`config.mk`:
```
export PLATFORM = sky130hd
export DESIGN_NAME = fdl_ctrl
export DESIGN_NICKNAME = d
export VERILOG_FILES = /design/src/rtl/fdl_ctrl.sv
export SDC_FILE = /design/constraint.sdc
export NUM_CORES = 1
export LEC_CHECK = 0
export ABC_AREA = 1
export BUFFER_PORTS_ARGS = -buffer_cell sky130_fd_sc_hd__buf_4
export CAP_MARGIN = 25
export CORE_ASPECT_RATIO = 0.6
export CORE_MARGIN = 3
export CORE_UTILIZATION = 45
export DETAILED_ROUTE_END_ITERATION = 7
export GPL_ROUTABILITY_DRIVEN = 0
export HOLD_SLACK_MARGIN = 0.03
export PLACE_DENSITY = 0.69
export SYNTH_ARGS = -nofsm -noshare
export SYNTH_HDL_FRONTEND = slang
export SYNTH_SLANG_ARGS = --single-unit
```
`constraint.sdc`:
```
create_clock -name clk_in -period 3.15 [get_ports clk_in]
set_input_delay 0.1575 -clock clk_in [delete_from_list [all_inputs] [get_ports clk_in]]
set_output_delay 0.1575 -clock clk_in [all_outputs]
set_load 0.01 [all_outputs]
```
`src/rtl/fdl_ctrl.sv`:
```
`default_nettype none
// +------------------------------------------------------------------+
// | fdl_ctrl: filtered up/down delay-line code controller with lock  |
// | Revision: 1.0                                                    |
// +------------------------------------------------------------------+
module fdl_ctrl #(
   parameter int FILT_N    = 4,
   parameter int SETTLE    = 3,
   parameter int LOCK_CNT  = 16,
   parameter int INIT_CODE = 4
) (
   input  logic       clk_in,
   input  logic       rst_n,
   input  logic       en,
   input  logic       pd_valid,
   input  logic       pd_up,
   input  logic       pd_dn,
   output logic [7:0] T,
   output logic [7:0] Tb,
   output logic [3:0] code,
   output logic       locked,
   output logic       at_min,
   output logic       at_max
);

   typedef enum logic [1:0] {IDLE, TRACK, SETTLE_W, LOCKED} state_t;

   localparam logic [3:0]        c_init     = 4'(INIT_CODE);
   localparam logic signed [4:0] c_filt_pos = 5'(FILT_N);
   localparam logic signed [4:0] c_filt_neg = 5'(-FILT_N);

   function automatic logic [7:0] therm(input logic [3:0] c);
      logic [7:0] t;
      for (int i = 0; i < 8; i++) t[i] = (4'(i) < c);
      return t;
   endfunction

   state_t            state_q, state_d;
   logic [3:0]        code_q, code_d;
   logic signed [4:0] acc_q, acc_d;
   logic [3:0]        settle_q, settle_d;
   logic [7:0]        lock_q, lock_d;
   logic              locked_q, locked_d;
   logic [7:0]        T_q, Tb_q;
   logic              at_min_q, at_max_q;

   logic              w_up, w_dn, w_hit_pos, w_hit_neg, w_change;
   logic signed [4:0] w_delta, w_acc_nxt;
   logic [7:0]        w_lock_inc;

   assign w_up       = pd_up & ~pd_dn;
   assign w_dn       = pd_dn & ~pd_up;
   assign w_delta    = w_up ? 5'sd1 : (w_dn ? -5'sd1 : 5'sd0);
   assign w_acc_nxt  = acc_q + w_delta;
   assign w_hit_pos  = (w_acc_nxt == c_filt_pos);
   assign w_hit_neg  = (w_acc_nxt == c_filt_neg);
   // Threshold hits at the rails clear the filter but never move the code.
   assign w_change   = (w_hit_pos && (code_q != 4'd8)) || (w_hit_neg && (code_q != 4'd0));
   assign w_lock_inc = lock_q + 8'd1;

   always_comb begin
      state_d  = state_q;
      code_d   = code_q;
      acc_d    = acc_q;
      settle_d = settle_q;
      lock_d   = lock_q;
      locked_d = locked_q;
      if (!en) begin
         state_d  = IDLE;
         acc_d    = '0;
         settle_d = '0;
         lock_d   = '0;
         locked_d = 1'b0;
      end else begin
         case (state_q)
            IDLE: state_d = TRACK;
            SETTLE_W: begin
               if (settle_q <= 4'd1) begin
                  settle_d = '0;
                  state_d  = TRACK;
               end else begin
                  settle_d = settle_q - 4'd1;
               end
            end
            TRACK, LOCKED: begin
               if (pd_valid) begin
                  acc_d = (w_hit_pos || w_hit_neg) ? 5'sd0 : w_acc_nxt;
                  if (w_change) begin
                     code_d   = w_hit_pos ? code_q + 4'd1 : code_q - 4'd1;
                     lock_d   = '0;
                     locked_d = 1'b0;
                     if (SETTLE == 0) begin
                        state_d = TRACK;
                     end else begin
                        state_d  = SETTLE_W;
                        settle_d = 4'(SETTLE);
                     end
                  end else if (state_q == TRACK) begin
                     lock_d = w_lock_inc;
                     if (w_lock_inc == 8'(LOCK_CNT)) begin
                        state_d  = LOCKED;
                        locked_d = 1'b1;
                     end
                  end
               end
            end
            default: state_d = IDLE;
         endcase
      end
   end

   always_ff @(posedge clk_in or negedge rst_n) begin
      if (!rst_n) begin
         state_q  <= IDLE;
         code_q   <= c_init;
         acc_q    <= '0;
         settle_q <= '0;
         lock_q   <= '0;
         locked_q <= 1'b0;
         T_q      <= therm(c_init);
         Tb_q     <= ~therm(c_init);
         at_min_q <= (c_init == 4'd0);
         at_max_q <= (c_init == 4'd8);
      end else begin
         state_q  <= state_d;
         code_q   <= code_d;
         acc_q    <= acc_d;
         settle_q <= settle_d;
         lock_q   <= lock_d;
         locked_q <= locked_d;
         T_q      <= therm(code_d);
         Tb_q     <= ~therm(code_d);
         at_min_q <= (code_d == 4'd0);
         at_max_q <= (code_d == 4'd8);
      end
   end

   assign T      = T_q;
   assign Tb     = Tb_q;
   assign code   = code_q;
   assign locked = locked_q;
   assign at_min = at_min_q;
   assign at_max = at_max_q;

endmodule
`default_nettype wire
```
==> run_results.csv, run 1 <==
group,metric,value,unit
placed_design,placed_cells,358,
sta,fin_crit_sh,90.7,%
power_and_ir_drop,p_per_area,766,nW/um2
clock_network,clock-sinks,40,
setup_path,slowest_stage,"dfrtp_1",
logic_synthesis,synthesis.instances,269,
power_and_ir_drop,clkPwrFrac,15.7,%
setup_path,r2r_start,"acc_q[1]$_DFFE_PN0P_",
setup_path,critPathBufInv,7,
hold_path,worstHoldStart,"en",
layout,nFillCells,433,
logic_synthesis,synth_warnings,0,
placed_design,port_buffers,28,
logic_synthesis,synth_xor_area_share,3.65,%
sta,min_period,2.86,ns
power_and_ir_drop,comb_power_share,46.3,%
placed_design,dp_slack,0.0638,ns
drt,drtAntennaViolNets,0,
hold_path,hold-path-cell-count,3,
placed_design,dp_hpwl,3650,um
logic_synthesis,synth_top_cell_area_share,32.3,%
logic_synthesis,seq_area_frac_synth,42.2,%
setup_path,reg2reg_slack,0.29,ns
logic_synthesis,ys_types,36,
logic_synthesis,synth-seq-cells,40,
logic_synthesis,synth_top_family_by_area,"simple AND/OR/NAND/NOR gates",
logic_synthesis,synth_flop_cell,"dfrtp_1",
global_route,grt_pass1_wl,8210,um
logic_synthesis,synth_top_area_cell,"dfrtp_1",
layout,design_area,2800,um2
layout,fin_cells,367,
sta,rsz0062_at_grt,"false",
setup_path,crit_arrival,3.04,ns
sta,hold_violations,0,
drt,num_vias,1842,
global_route,gr-total-overflow,0,
sta,relSlewSlack,54.3,%
sta,worst_pin_slew,0.685,ns
drt,dr.pass1.iters,4,
floorplan,core_area,4850,um2
hold_path,hold_path_class,"in2reg",
layout,post-route-util,57.8,%
setup_path,reg2reg_depth,24,
logic_synthesis,synthAdderAreaFrac,6.04,%
power_and_ir_drop,power.switching,0.883,mW
clock_network,post-cts-setup-buffers,0,
sta,tns,0,ns
layout,area_growth,16.7,%
setup_path,critPathKind,"reg2reg",
layout,layout-drive-gt1-share,30.9,%
setup_path,crit_path_max_incr_delay,0.42,ns
clock_network,clk_pin_slew,0.08,ns
clock_network,cts_htree_levels,2,
setup_path,setup.worst_path.end_class,"register",
hold_path,worstHoldEndpoint,"settle_q[1]$_DFFE_PN0P_",
global_route,antenna_found_initial,0,
global_route,track_usage,16.2,%
power_and_ir_drop,sequentialPowerShare,37.9,%
drt,vias_per_cell,5.02,
logic_synthesis,syn-cell-area,2400,um2
clock_network,clkLatencyLatePin,0.29,ns
power_and_ir_drop,internal_power,1.26,mW
logic_synthesis,synthMuxAreaShare,0,%
logic_synthesis,syn_area_per_cell,8.93,um2
layout,nets,320,
logic_synthesis,synth_common_cells,"51 x nand2_1, 37 x inv_1, 31 x dfrtp_1, 19 x nand3_1, 15 x o21ai_0",
logic_synthesis,syn_nets,286,
placed_design,postPlaceCellArea,2680,um2
setup_path,critical_path.max_fanout,6,
drt,drcViolationCount,0,
logic_synthesis,synth-edff-count,0,
sta,hold_ws,0.167,ns
clock_network,cts_root_buf,"clkbuf_8",
setup_path,crit_required,3.33,ns
global_route,grt_max_degree,41,
sta,fin_ws,0.293,ns
sta,fmaxAchievable,350,MHz
floorplan,die_h,62.6,um
layout,diodes,0,
setup_path,critPathLaunchType,"register",
logic_synthesis,yosys.area_share.simple,33.2,%
logic_synthesis,synthMostInstantiatedCell,"nand2_1",
power_and_ir_drop,power,2.15,mW
clock_network,numCtsBuffers,5,
floorplan,io_pins,29,
setup_path,crit_family,"simple AND/OR/NAND/NOR gates",
power_and_ir_drop,p_leak,1.39,nW
setup_path,regToRegEndpoint,"T[6]$_DFF_PN0_",
setup_path,path_cells,"nand2_1 > inv_2 > nor2_4 > ha_1 > inv_1 > nand2_2 > inv_1 > nand2_1 > nand4_4 > clkinv_2 > nand3_2 > ha_4 > nand2_1 > nand2_1 > a31oi_2 > inv_1 > nand2_1 > nand2_1 > inv_2 > nand3_2 > nand2_4 > nand2_4 > inv_4 > nand2_2",
sta,slew_viol_final,0,
drt,drt_iter0_drc,88,
run_status,status,"finished, final reports clean",
clock_network,clock_path_buffers,2,
global_route,grt_pass1_vias,1739,
logic_synthesis,synth_compound_area_share,7.03,%
power_and_ir_drop,swShare,41.1,%
logic_synthesis,synthArstFlopShare,100,%
floorplan,rows,19,
clock_network,cts_tree,"built",
floorplan,die_area,6280,um2
floorplan,start_util,49.5,%
drt,wirelength,4720,um
logic_synthesis,synth_area_leaders,"dfrtp_1 32%, dfstp_2 9.8%, nand2_1 8.0%",
drt,wire_per_inst,12.9,um
sta,setup_viol,0,
sta,skew,0.00349,ns
power_and_ir_drop,irDropWorstVdd,0.503,mV
run,maxCapViolations,0,
setup_path,crit_path_frequent_cell,"nand2_1",
floorplan,die_w,100,um
-- registers in the layout, summed over array words and instances, names as in the netlist, 2 cells and up --
signal	count
acc_q	5
state_q	2
settle_q	4
lock_q	8
Tb	7
code	3
T	8
-- power by group through the flow --
stage               clock, mW  sequential [mW]  combinational [mW]
CTS                     0.354            0.808               0.979
detailed placement          0            0.816               0.972
finish                  0.338            0.814               0.994
floorplan                   0            0.858               0.596
global placement            0            0.818               0.960
global route            0.378            0.833                1.11
-- worst reg2reg max path: stages (launching register included) --
cell and delay [ns]:
dfrtp_1 0.42, nand2_1 0.09, inv_2 0.05, nor2_4 0.09, ha_1 0.15, inv_1 0.04, nand2_2 0.09, inv_1 0.04
nand2_1 0.11, nand4_4 0.13, clkinv_2 0.11, nand3_2 0.15, ha_4 0.26, nand2_1 0.06, nand2_1 0.06, a31oi_2 0.16
inv_1 0.07, nand2_1 0.07, nand2_1 0.06, inv_2 0.08, nand3_2 0.09, nand2_4 0.12, nand2_4 0.10, inv_4 0.08
nand2_2 0.06
-- cell type report --
cell class / count / area [um2] / area share (%)
multi-input combinational: 182 / 1220 / 43.7
sequential: 40 / 1010 / 36.1
timing repair buffer: 30 / 228 / 8.13
inverter: 44 / 171 / 6.12
tap: 63 / 78.8 / 2.81
clock buffer: 5 / 68.8 / 2.46
clock inverter: 3 / 18.8 / 0.670
-- logic make-up after synthesis --
kind of cell             after synthesis
AO/OA/AOI/OAI                         30
AND/OR/NAND/NOR                      131
flip-flops                            40
XOR/XNOR                              10
adder cells (fa/ha/maj)               11
buffers and inverters                 47
-- routing by layer --
metal | GRT usage [%] | vias up | share of wire, %
met3 | 4.35 | 3 | 4.8
li1 | - | 936 | -
met1 | 25.7 | 868 | 54
met4 | 3.03 | 0 | 0.38
met2 | 21.6 | 35 | 41
met5 | 0 | - | 0
-- layout by cell type, fill, tap and decap left out, drive strengths merged --
master | Yosys | layout
nand2 | 68 | 68
inv | 43 | 43
xnor2 | 4 | 4
buf | 3 | 29
dfrtp | 31 | 31
fa | 1 | 1
o21a | 1 | 1
a21oi | 3 | 3
nand3 | 27 | 27
ha | 10 | 10
o22ai | 1 | 1
nand3b | 1 | 1
o21ai | 18 | 18
xor2 | 6 | 6
nor2 | 22 | 22
dlygate4sd3 | 0 | 1
a31oi | 2 | 2
nand4 | 9 | 9
nor3 | 3 | 3
clkbuf | 0 | 5
dfstp | 9 | 9
o21bai | 1 | 1
or2 | 1 | 1
o31ai | 4 | 4
clkinv | 1 | 4
-- worst max-delay path by stage --
| stage | from | to | cells after the start | slack, ns |
|---|---|---|---|---|
| 6_report | acc_q[1]$_DFFE_PN0P_ | T[6]$_DFF_PN0_ | 24 | 0.29 |
| 5_1_grt | acc_q[1]$_DFFE_PN0P_ | T[1]$_DFF_PN1_ | 24 | 0.06 |
| 4_1_cts | acc_q[1]$_DFFE_PN0P_ | T[0]$_DFF_PN1_ | 22 | 0.20 |
| 3_5_place_dp | pd_up | T[6]$_DFF_PN0_ | 26 | 0.06 |
| 3_3_place_gp | pd_up | T[1]$_DFF_PN1_ | 26 | 0.17 |
| 2_1_floorplan | pd_up | T[6]$_DFF_PN0_ | 25 | 0.39 |
-- timing repair --
item / CTS / global route
endpoints found under the hold margin: 31 / 0
resized for setup: 0 / 4
hold buffers: 1 / 0
endpoints found under the setup margin: 0 / 8
Power figures use the tool's default switching activity.
==> run 2: changes to the inputs <==
- PLACE_DENSITY: 0.69 -> not set
- PLACE_DENSITY_LB_ADDON: not set -> 0.05
==> run_results.csv, run 2 (synthesis gave the netlist of run 1 again) <==
group,metric,value,unit
clock_network,clkLatencyLatePin,0.29,ns
clock_network,clock-sinks,40,
sta,worst_pin_slew,0.684,ns
placed_design,port_buffers,28,
setup_path,crit_arrival,3.01,ns
drt,drt_iter0_drc,92,
sta,fmaxAchievable,351,MHz
clock_network,post-cts-setup-buffers,0,
drt,drtAntennaViolNets,0,
clock_network,numCtsBuffers,5,
setup_path,critPathBufInv,5,
setup_path,path_cells,"nor2_1 > nor2_4 > ha_1 > inv_1 > nand2_2 > nand2_2 > nand4_4 > clkinv_2 > nand3_2 > ha_4 > nand2_1 > nand2_1 > a31oi_2 > inv_1 > nand2_1 > nand2_1 > inv_2 > nand3_2 > nand2_4 > nand2_4 > inv_4 > nand2_2",
global_route,gr-total-overflow,0,
placed_design,placed_cells,358,
layout,layout_common_cells,"51 x nand2_1, 37 x inv_1, 31 x dfrtp_1",
power_and_ir_drop,power,2.20,mW
floorplan,rows,19,
hold_path,hold_path_class,"in2reg",
sta,rsz0062_at_grt,"false",
drt,wirelength,4740,um
setup_path,crit_path_max_incr_delay,0.41,ns
setup_path,critPathLaunchType,"register",
setup_path,slowest_stage,"dfrtp_1",
floorplan,die_h,62.6,um
setup_path,crit_path_frequent_cell,"nand2_1",
layout,nFillCells,442,
setup_path,crit_family,"simple AND/OR/NAND/NOR gates",
floorplan,die_w,100,um
setup_path,setup.worst_path.end_class,"register",
floorplan,core_area,4850,um2
power_and_ir_drop,p_leak,1.39,nW
sta,slew_viol_final,0,
global_route,grt_pass1_vias,1690,
clock_network,cts_root_buf,"clkbuf_8",
placed_design,postPlaceCellArea,2680,um2
setup_path,crit_required,3.32,ns
sta,relSlewSlack,54.4,%
clock_network,cts_htree_levels,2,
drt,drcViolationCount,0,
layout,area_growth,17.2,%
floorplan,start_util,49.5,%
setup_path,critical_path.max_fanout,6,
clock_network,clk_pin_slew,0.08,ns
drt,num_vias,1825,
layout,post-route-util,58.0,%
clock_network,cts_tree,"built",
sta,hold_ws,0.172,ns
floorplan,die_area,6280,um2
global_route,grt_pass1_wl,8350,um
global_route,antenna_found_initial,0,
sta,fin_ws,0.303,ns
power_and_ir_drop,irDropWorstVdd,0.514,mV
sta,tns,0,ns
global_route,grt_max_degree,41,
drt,dr.pass1.iters,4,
sta,fin_crit_sh,90.4,%
sta,skew,0.00632,ns
clock_network,clock_path_buffers,2,
global_route,track_usage,16.5,%
layout,nets,320,
layout,fin_cells,367,
setup_path,critPathKind,"reg2reg",
sta,hold_violations,0,
placed_design,dp_hpwl,3700,um
run,maxCapViolations,0,
layout,diodes,0,
sta,min_period,2.85,ns
placed_design,dp_slack,0.0215,ns
floorplan,io_pins,29,
layout,final_common_cell,"nand2_1",
run_status,status,"finished, final reports clean",
layout,layout-drive-gt1-share,29.9,%
sta,setup_viol,0,
drt,vias_per_cell,4.97,
power_and_ir_drop,p_per_area,781,nW/um2
drt,wire_per_inst,12.9,um
layout,design_area,2820,um2
==> run 2: layout make-up <==
| class | count | area, um2 | area share [%] |
|---|---|---|---|
| Tap cell | 63 | 78.8 | 2.80 |
| Multi-Input combinational cell | 182 | 1220 | 43.2 |
| Timing Repair Buffer | 30 | 228 | 8.09 |
| Sequential cell | 40 | 1010 | 36.0 |
| Clock buffer | 6 | 72.6 | 2.58 |
| Clock inverter | 2 | 35.0 | 1.24 |
| Inverter | 44 | 171 | 6.09 |
==> run 2: report_power, final <==
group	internal [mW]	switching (mW)
Sequential	0.705	0.105
Clock	0.235	0.176
Combinational	0.400	0.578
==> run 2: worst paths after layout <==
path                                 startpoint                 endpoint  slack, ns  depth (start not counted)
max in group asynchronous                 rst_n          Tb[5]$_DFF_PN1_       2.39                          2
hold reg to reg              locked$_DFFE_PN0P_       locked$_DFFE_PN0P_       0.49                          1
hold / removal                               en  settle_q[0]$_DFFE_PN0P_       0.17                          3
min in group asynchronous                 rst_n  settle_q[3]$_DFFE_PN0P_       0.38                          2
setup reg to reg           acc_q[1]$_DFFE_PN0P_           T[6]$_DFF_PN0_       0.30                         22
setup / recovery           acc_q[1]$_DFFE_PN0P_           T[6]$_DFF_PN0_       0.30                         22
==> run 2: timing repair <==
item | 4_1_cts | 5_1_grt
endpoints found under the hold margin | 31 | 0
hold buffers | 1 | 0
setup endpoints to repair | 0 | 11
gates resized for setup | 0 | 2
==> run 2: worst register-to-register path, delay by kind of cell (launching register included) <==
kind	cells	cell delay (ns)
AOI/OAI and AO/OA	1	0.16
adders and majority gates	2	0.46
buffers and inverters	5	0.38
DFF	1	0.41
and+or+nand+nor	14	1.32
==> run 2: routing by layer <==
layer / track usage (%) / wire length [um]
met1: 27.3 / 2750
met2: 21.5 / 1840
met4: 2.02 / 6
met5: 0 / 0
met3: 4.35 / 148
